`config.mk`:
```
export PLATFORM = sky130hd
export DESIGN_NAME = fp16_mult_result_queue
export DESIGN_NICKNAME = d
export VERILOG_FILES = /design/src/rtl/fpu_types_pkg.sv /design/src/rtl/fp16_classify.sv /design/src/rtl/fp16_mult_result_queue.sv
export SDC_FILE = /design/constraint.sdc
export NUM_CORES = 1
export LEC_CHECK = 0
export CAP_MARGIN = 40
export CELL_PAD_IN_SITES_DETAIL_PLACEMENT = 1
export CELL_PAD_IN_SITES_GLOBAL_PLACEMENT = 2
export CORE_MARGIN = 2
export CORE_UTILIZATION = 40
export DETAILED_ROUTE_END_ITERATION = 16
export PLACE_DENSITY = 0.95
export SYNTH_ARGS = -nofsm -noshare
export SYNTH_HDL_FRONTEND = slang
export SYNTH_SLANG_ARGS = --single-unit
```
`constraint.sdc`:
```
create_clock -name CLK -period 3.3 [get_ports CLK]
set_input_delay 0.66 -clock CLK [delete_from_list [all_inputs] [get_ports CLK]]
set_output_delay 0.66 -clock CLK [all_outputs]
set_load 0.005 [all_outputs]
```
`src/rtl/fpu_types_pkg.sv`:
```
// Shared half-precision FPU types: exponent limit, exception flag layout and operand classes.
package fpu_types_pkg;

    localparam logic [4:0] HALF_EXP_MAX = 5'h1F;

    typedef struct packed {
        logic nv;
        logic dz;
        logic of;
        logic uf;
        logic nx;
    } fp_flags_t;

    typedef enum logic [2:0] {
        ZERO,
        SUB,
        NORM,
        INF,
        QNAN,
        SNAN
    } half_class_t;

endpackage

```
`src/rtl/fp16_classify.sv`:
```
// Combinational IEEE half-precision classifier: zero, subnormal, normal, infinity, quiet or signalling NaN.
module fp16_classify
    import fpu_types_pkg::*;
(
    input  logic [15:0]  value,
    output half_class_t  cls
);

    logic [4:0] exp_field;
    logic [9:0] man_field;

    assign exp_field = value[14:10];
    assign man_field = value[9:0];

    always_comb begin
        cls = NORM;
        if (exp_field == 5'd0) begin
            cls = (man_field == 10'd0) ? ZERO : SUB;
        end else if (exp_field == HALF_EXP_MAX) begin
            if (man_field == 10'd0) begin
                cls = INF;
            end else begin
                cls = man_field[9] ? QNAN : SNAN;
            end
        end
    end

endmodule

```
`src/rtl/fp16_mult_result_queue.sv`:
```
// Result FIFO behind the fp16 multiplier: stores {product, flags, tag} and computes IEEE flags at push.
// Optional sticky flag accumulator (fflags/fflags_clr) is built when FPU_STICKY_FLAGS_EN is defined.
module fp16_mult_result_queue
    import fpu_types_pkg::*;
#(
    parameter int DEPTH = 4,
    parameter int TAG_W = 4
) (
    input  logic                      CLK,
    input  logic                      nRST,
    input  logic                      in_valid,
    output logic                      in_ready,
    input  logic [15:0]               in_float1,
    input  logic [15:0]               in_float2,
    input  logic [15:0]               in_product,
    input  logic [TAG_W-1:0]          in_tag,
    input  logic                      flush,
    output logic                      out_valid,
    input  logic                      out_ready,
    output logic [15:0]               out_product,
    output logic [4:0]                out_flags,
    output logic [TAG_W-1:0]          out_tag,
    output logic [$clog2(DEPTH):0]    count
`ifdef FPU_STICKY_FLAGS_EN
    ,
    output logic [4:0]                fflags,
    input  logic                      fflags_clr
`endif
);

    localparam int PW = $clog2(DEPTH);
    localparam int CW = PW + 1;

    // Valid/ready: a transfer happens on a rising edge where both valid and ready are high;
    // in_ready reflects only occupancy, so a full queue never accepts while popping.
    logic push;
    logic pop;

    logic [PW-1:0]    wr_ptr;
    logic [PW-1:0]    rd_ptr;
    logic [15:0]      mem_product [DEPTH];
    fp_flags_t        mem_flags   [DEPTH];
    logic [TAG_W-1:0] mem_tag     [DEPTH];

    half_class_t cls1;
    half_class_t cls2;
    half_class_t cls_p;
    fp_flags_t   new_flags;

    fp16_classify u_cls1 (.value(in_float1),  .cls(cls1));
    fp16_classify u_cls2 (.value(in_float2),  .cls(cls2));
    fp16_classify u_clsp (.value(in_product), .cls(cls_p));

    logic op1_special;
    logic op2_special;

    assign op1_special = (cls1 == INF) || (cls1 == QNAN) || (cls1 == SNAN);
    assign op2_special = (cls2 == INF) || (cls2 == QNAN) || (cls2 == SNAN);

    always_comb begin
        new_flags    = '0;
        new_flags.nv = (cls1 == SNAN) || (cls2 == SNAN) ||
                       ((cls1 == ZERO) && (cls2 == INF)) ||
                       ((cls1 == INF) && (cls2 == ZERO));
        new_flags.dz = 1'b0;
        new_flags.of = (cls_p == INF) && !op1_special && !op2_special;
        new_flags.uf = ((cls_p == ZERO) || (cls_p == SUB)) &&
                       (cls1 != ZERO) && (cls2 != ZERO) && !op1_special && !op2_special;
        new_flags.nx = new_flags.of || new_flags.uf;
    end

    assign in_ready  = (count != CW'(DEPTH));
    assign out_valid = (count != '0);
    assign push      = in_valid && in_ready;
    assign pop       = out_valid && out_ready;

    assign out_product = mem_product[rd_ptr];
    assign out_flags   = mem_flags[rd_ptr];
    assign out_tag     = mem_tag[rd_ptr];

    always_ff @(posedge CLK or negedge nRST) begin
        if (!nRST) begin
            wr_ptr <= '0;
            rd_ptr <= '0;
            count  <= '0;
            for (int i = 0; i < DEPTH; i++) begin
                mem_product[i] <= '0;
                mem_flags[i]   <= '0;
                mem_tag[i]     <= '0;
            end
        end else if (flush) begin
            wr_ptr <= '0;
            rd_ptr <= '0;
            count  <= '0;
        end else begin
            if (push) begin
                mem_product[wr_ptr] <= in_product;
                mem_flags[wr_ptr]   <= new_flags;
                mem_tag[wr_ptr]     <= in_tag;
                wr_ptr              <= wr_ptr + PW'(1);
            end
            if (pop) begin
                rd_ptr <= rd_ptr + PW'(1);
            end
            if (push && !pop) begin
                count <= count + CW'(1);
            end else if (pop && !push) begin
                count <= count - CW'(1);
            end
        end
    end

`ifdef FPU_STICKY_FLAGS_EN
    // A clear in the same cycle as a pop leaves exactly the popped entry's flags.
    always_ff @(posedge CLK or negedge nRST) begin
        if (!nRST) begin
            fflags <= '0;
        end else if (fflags_clr) begin
            fflags <= (pop && !flush) ? out_flags : 5'd0;
        end else if (pop && !flush) begin
            fflags <= fflags | out_flags;
        end
    end
`endif

endmodule

```
# Word level (Yosys, flattened, before mapping)

Cells that the tools add are included.

$add $sub $neg: 4
Order comparisons: 3
Equality and inequality tests: 12
Muxes and demuxes: 40
Bitwise logic cells: 3
Reduce and logical (&&, ||, !) cells: 42

Operator list:

| kind                 | number |
|---|---|
| $bwmux W64           | 1 |
| $mux W16             | 3 |
| $mux W3              | 12 |
| $bmux W16 S2         | 1 |
| $demux W16 S2        | 1 |
| $logic_not A10 Y1    | 3 |
| $bwmux W20           | 1 |
| $bwmux W16           | 1 |
| $eq A5 B5 Y1 const B | 3 |
| $logic_not A5 Y1     | 3 |
| $mux W5              | 3 |
| $logic_and A1 B1 Y1  | 13 |
| $eq A3 B3 Y1 const B | 4 |
| $mux W4              | 3 |
| $reduce_bool A3 Y1   | 4 |
| $bmux W5 S2          | 1 |
| $demux W5 S2         | 1 |
| $eq A3 B2 Y1 const B | 3 |
| $logic_not A3 Y1     | 3 |
| $logic_or A1 B1 Y1   | 9 |
| $bmux W4 S2          | 1 |
| $demux W4 S2         | 1 |
| $mux W2              | 4 |
| $ge A3 B3 Y1 const B | 2 |
| other kinds (12)     | 23 |

Flip-flop bits (word level): 107
Bits of input ports: 57
Output and inout port bits: 30
Word-level logic and storage cells: 135

# Depth between registers and ports, before layout

Depth in word-level cells: 12
Gate-level depth with buffers: 8
Mapped depth without buffers: 8

# Hierarchy

A second synthesis with hierarchy kept.

Cells, all modules: 340
Area, all modules: 5093.6 um^2

Modules (own cells, without submodules):

| module                 | instances | cells each | area each (um^2) | sequential area each (um^2) |
|---|---|---|---|---|
| fp16_mult_result_queue | 1         | 313        | 4853.4           | 2577.5 |
| fp16_classify          | 3         | 9          | 80.1             | 0.0 |

# Worst setup path after synthesis

Ideal clock, no wire load.

Path kind: register to register
Start: register count[1]
End: register count[2]
Library setup time: 0.127 ns
Arrival time: 2.028 ns
Required time: 3.173 ns
Slack: 1.144 ns
Cell stages (with the launch flop): 9
Buffers on the path: 0
Period minus slack after synthesis: 2.156 ns
Cells stage by stage: dfrtp_1 > or3b_4 > nand2_4 > nor2_1 > fa_1 > and2_0 > mux2_2 > xnor2_1 > nor2_1

Elaborated cells between the ends (all ways): 14
Classes of those cells: 2 x add/sub; 1 x eq/ne; 3 x mux; 8 x reduce/logical

RTL lines:

| item                                                    | RTL line                                                     | RTL |
|---|---|---|
| start: declaration                                      | fp16_mult_result_queue.sv:23                                 | `output logic [$clog2(DEPTH):0] count` |
| start signal: assignment                                | fp16_mult_result_queue.sv:106                                | `count <= count + CW'(1);` |
| start signal: assignment                                | fp16_mult_result_queue.sv:108                                | `count <= count - CW'(1);` |
| $ne A3 B3 Y1 (*)                                        | fp16_mult_result_queue.sv:72                                 | `assign in_ready = (count != CW'(DEPTH));` |
| via in_ready                                            | fp16_mult_result_queue.sv:12                                 | `output logic in_ready,` |
| $logic_and A1 B1 Y1 (*)                                 | fp16_mult_result_queue.sv:74                                 | `assign push = in_valid && in_ready;` |
| $logic_and A1 B1 Y1 or $logic_not A1 Y1 (tied branches) | fp16_mult_result_queue.sv:105, fp16_mult_result_queue.sv:107 |  |
| $mux W3 or $logic_and A1 B1 Y1 (tied branches)          | fp16_mult_result_queue.sv:105, fp16_mult_result_queue.sv:107 |  |
| $mux W3 or $reduce_bool A3 Y1 (tied branches)           | n/a                                                          |  |

Mark *: on every way through the listed nets, which the timed path passes. The rest lies on a longest branch. The select of a mux whose other input is x is not followed.
A chain may end at the register's enable or synchronous reset.

# Worst setup path in the final report

Start: register rd_ptr[1]
End: output out_product[10]

Longest elaborated chain between the ends: 4

Ends and longest elaborated chain:

| item                                        | RTL line                      | RTL |
|---|---|---|
| start: declaration                          | fp16_mult_result_queue.sv:40  | `logic [PW-1:0] rd_ptr;` |
| start signal: assignment                    | fp16_mult_result_queue.sv:103 | `rd_ptr <= rd_ptr + PW'(1);` |
| $not A2 Y3 (implied by the code)            | fp16_mult_result_queue.sv:77  | `assign out_product = mem_product[rd_ptr];` |
| $bmux W16 S2                                | fp16_mult_result_queue.sv:77  |  |
| $mux W16 (implied by the code) (2 in a row) | fp16_mult_result_queue.sv:77  |  |
| end: declaration                            | fp16_mult_result_queue.sv:20  | `output logic [15:0] out_product,` |

Every way passes these cells. The select of a mux whose other input is x is not followed.

==> flow_summary_export.csv <==
group,metric,value,unit
setup_path,path_class,"reg2out",
timing,relSlewSlack,54.5,%
global_routing,first_global_vias,3572,
cells_and_area,nFillCells,1192,
timing,timing.final.setup_violations,0,
clocking,htree_levels,3,
route,drc,0,
route,drt.antenna.violating_nets,0,
setup_path,cp_slowest_cell,"dfrtp_1",
clocking,cts_tree,"done",
placed_design,io_buffers,83,
yosys,ys.flop_type,"dfrtp_1",
timing,max_freq,0.352,GHz
clocking,post_cts_buffers,0,
route,first_pass_iters,4,
setup_path,cp-end-kind,"primary output",
floorplan,die_h,114,um
timing,slew_viol_final,0,
floorplan,die-area,13000,sq um
clocking,ctsResizeCount,0,
timing,setup_tns,0,ns
route,vias_per_cell,5.50,
timing,max_slew.worst_pin.slew,0.680,ns
cells_and_area,nets,476,
run,drv_cap,0,
min_path,min_path_type,"in2async",
route,wl,11500,um
setup_path,worstPathCellList,"buf_12 -> mux4_2 -> clkdlybuf4s50_1",
cells_and_area,seq_area,2580,sq um
route,drt_iter0_markers,87,
timing,period_minus_slack,2.84,ns
setup_path,cp_max_fo,15,
cells_and_area,area_delta_synth_final,28.5,%
placed_design,routabilityCongestion,0.668,
status,status,"completed",
timing,hold_violations,0,
setup_path,cp_data_required_time,2.64,ns
placed_design,place_ws,0.626,ns
setup_path,start_kind,"flop",
global_routing,grtUsageTotal,19.1,%
global_routing,grt_pass1_wl,19000,um
clocking,insertion_delay,0.34,ns
setup_path,crit_path_max_incr_delay,0.77,ns
power_and_ir_drop,leakage,2.61,nW
placed_design,dp_hpwl,7860,um
timing,fin_ws,0.457,ns
clocking,cts_made_buffers,9,
clocking,cts-hold-fix-buffers,0,
yosys,synth.distinct_cells,39,
yosys,yosysTopAreaCellShare,53.2,%
yosys,ys_ff_latch,103,
yosys,syn_nets,384,
timing,rsz0062_at_grt,"false",
floorplan,coreArea,11900,sq um
cells_and_area,drive_gt1_share,36.5,%
power_and_ir_drop,ir_drop,0.407,mV
clocking,cts_root_buf,"clkbuf_16",
cells_and_area,layout_common_cells,"dfrtp_1 (102), mux2_2 (87), clkdlybuf4s50_1 (82)",
clocking,cts_buffer_depth,2,
floorplan,ios,87,
timing,fin_crit_sh,86.1,%
clocking,cts.clk_slew.worst_paths,0.07,ns
setup_path,worstPathArrival,2.18,ns
global_routing,grt_overflow_total,0,
yosys,yosys_warnings,0,
global_routing,antenna_found_initial,0,
floorplan,chipWidth,114,um
yosys,synthTopCellsByArea,"dfrtp_1 (53%), mux2_2 (20%), mux4_2 (11%), nor3b_4 (1.5%), buf_4 (1.4%)",
route,dr_total_vias,3113,
cells_and_area,final_common_cell,"dfrtp_1",
global_routing,grt_max_degree,69,
yosys,synth_edf_count,0,
cells_and_area,diodes,0,
yosys,syn_area_per_cell,15.1,sq um
yosys,yosysSeqAreaShare,53.2,%
yosys,syn_inst,322,
timing,skew,0.0103,ns
cells_and_area,multiInputGateArea,2130,sq um
floorplan,start_util,40.7,%
setup_path,rrSetupSlack,1.02,ns
clocking,cts.sinks,103,
power_and_ir_drop,powerDensity,817,nW/um^2
yosys,synth_top_cell_by_area,"dfrtp_1",
yosys,async_flop_share,100,%
route,wl_per_cell,20.4,um
floorplan,rows,40,
yosys,synth_area,4850,sq um
-- cells in the mapped netlist (2+ instances only) --
cell      instances
nor4_1            5
buf_2             4
mux2_2           87
ha_1              4
nor4b_1           2
clkbuf_1          2
and2_1            2
nor3b_4           4
nand2_1           8
a31oi_1           2
xnor2_1           5
inv_1            12
nand4_1           2
nor2_1           12
nand3_1           5
o22ai_1           8
mux2_1            2
buf_4             9
mux4_2           24
or3_1             2
dfrtp_1         103
-- worst max-delay path: cells and delay by family (launching register included) --
family / cells / cell delay [ns]
buffers and inverters: 2 / 0.71
DFF: 1 / 0.77
muxes: 1 / 0.35
-- flip-flops by register name (all words and copies together) (netlist names) --
signal and flops:
mem_product 64, mem_flags 16, mem_tag 16, count 3, rd_ptr 2, wr_ptr 2
-- power breakdown --
part / switching (W) / internal, W / total (W)
combinational: 0.000644 / 0.00124 / 0.00188
clock: 0.000467 / 0.000691 / 0.00116
sequential: 0.000290 / 0.00176 / 0.00205
-- area by class of cell --
type / count / area share (%)
inverters: 12 / 0.723
clock inverters: 6 / 1.47
repair buffers: 97 / 15.5
flip-flops and latches: 103 / 41.4
clock buffers: 10 / 3.84
multi-input cells: 191 / 34.1
well taps: 147 / 2.95
-- layer usage --
metal  up-vias  part of all wire, %  GRT usage (%)
met1      1649                   42           22.7
met2        74                   53           34.3
met5         -                    0              0
met3        14                  4.0           4.71
met4         0                  1.5           5.69
li1       1376                    -              -
-- path summary, 6_finish.rpt --
check                                                from                          end  cells past startpoint
worst max-delay path                rd_ptr[1]$_DFFE_PN0P_              out_product[10]                      3
worst min-delay path                                 nRST  mem_product[20]$_DFFE_PN0P_                      1
worst max register to register       count[1]$_DFFE_PN0P_         count[2]$_DFFE_PN0P_                      8
worst min register to register  mem_flags[17]$_DFFE_PN0P_    mem_flags[17]$_DFFE_PN0P_                      1
max in group asynchronous                            nRST  mem_product[18]$_DFFE_PN0P_                      3
min in group CLK                mem_flags[17]$_DFFE_PN0P_    mem_flags[17]$_DFFE_PN0P_                      1
-- per-stage QoR --
step	hold WS (ns)	power, W	std cells	util [%]	cell area, sq um
after detailed placement	0.483	0.00395	549	49.3	5870
final	0.0976	0.00509	566	52.3	6230
after floorplan	0.364	0.00308	322	-	4850
after global placement	0.462	0.00384	549	49.3	5870
after global routing	0.0761	0.00540	566	52.3	6230
after CTS	0.466	0.00516	565	52.1	6200
-- cells by family after synthesis --
family / synth area share [%]
muxes: 31.8
DFF: 53.2
and+or+nand+nor: 7.23
buffers and inverters: 2.97
AOI/OAI and AO/OA: 2.19
xor gates and xnor gates: 1.08
adders and majority gates: 1.45
other: 0.0774
No activity file was read; power rests on OpenSTA's default activity.
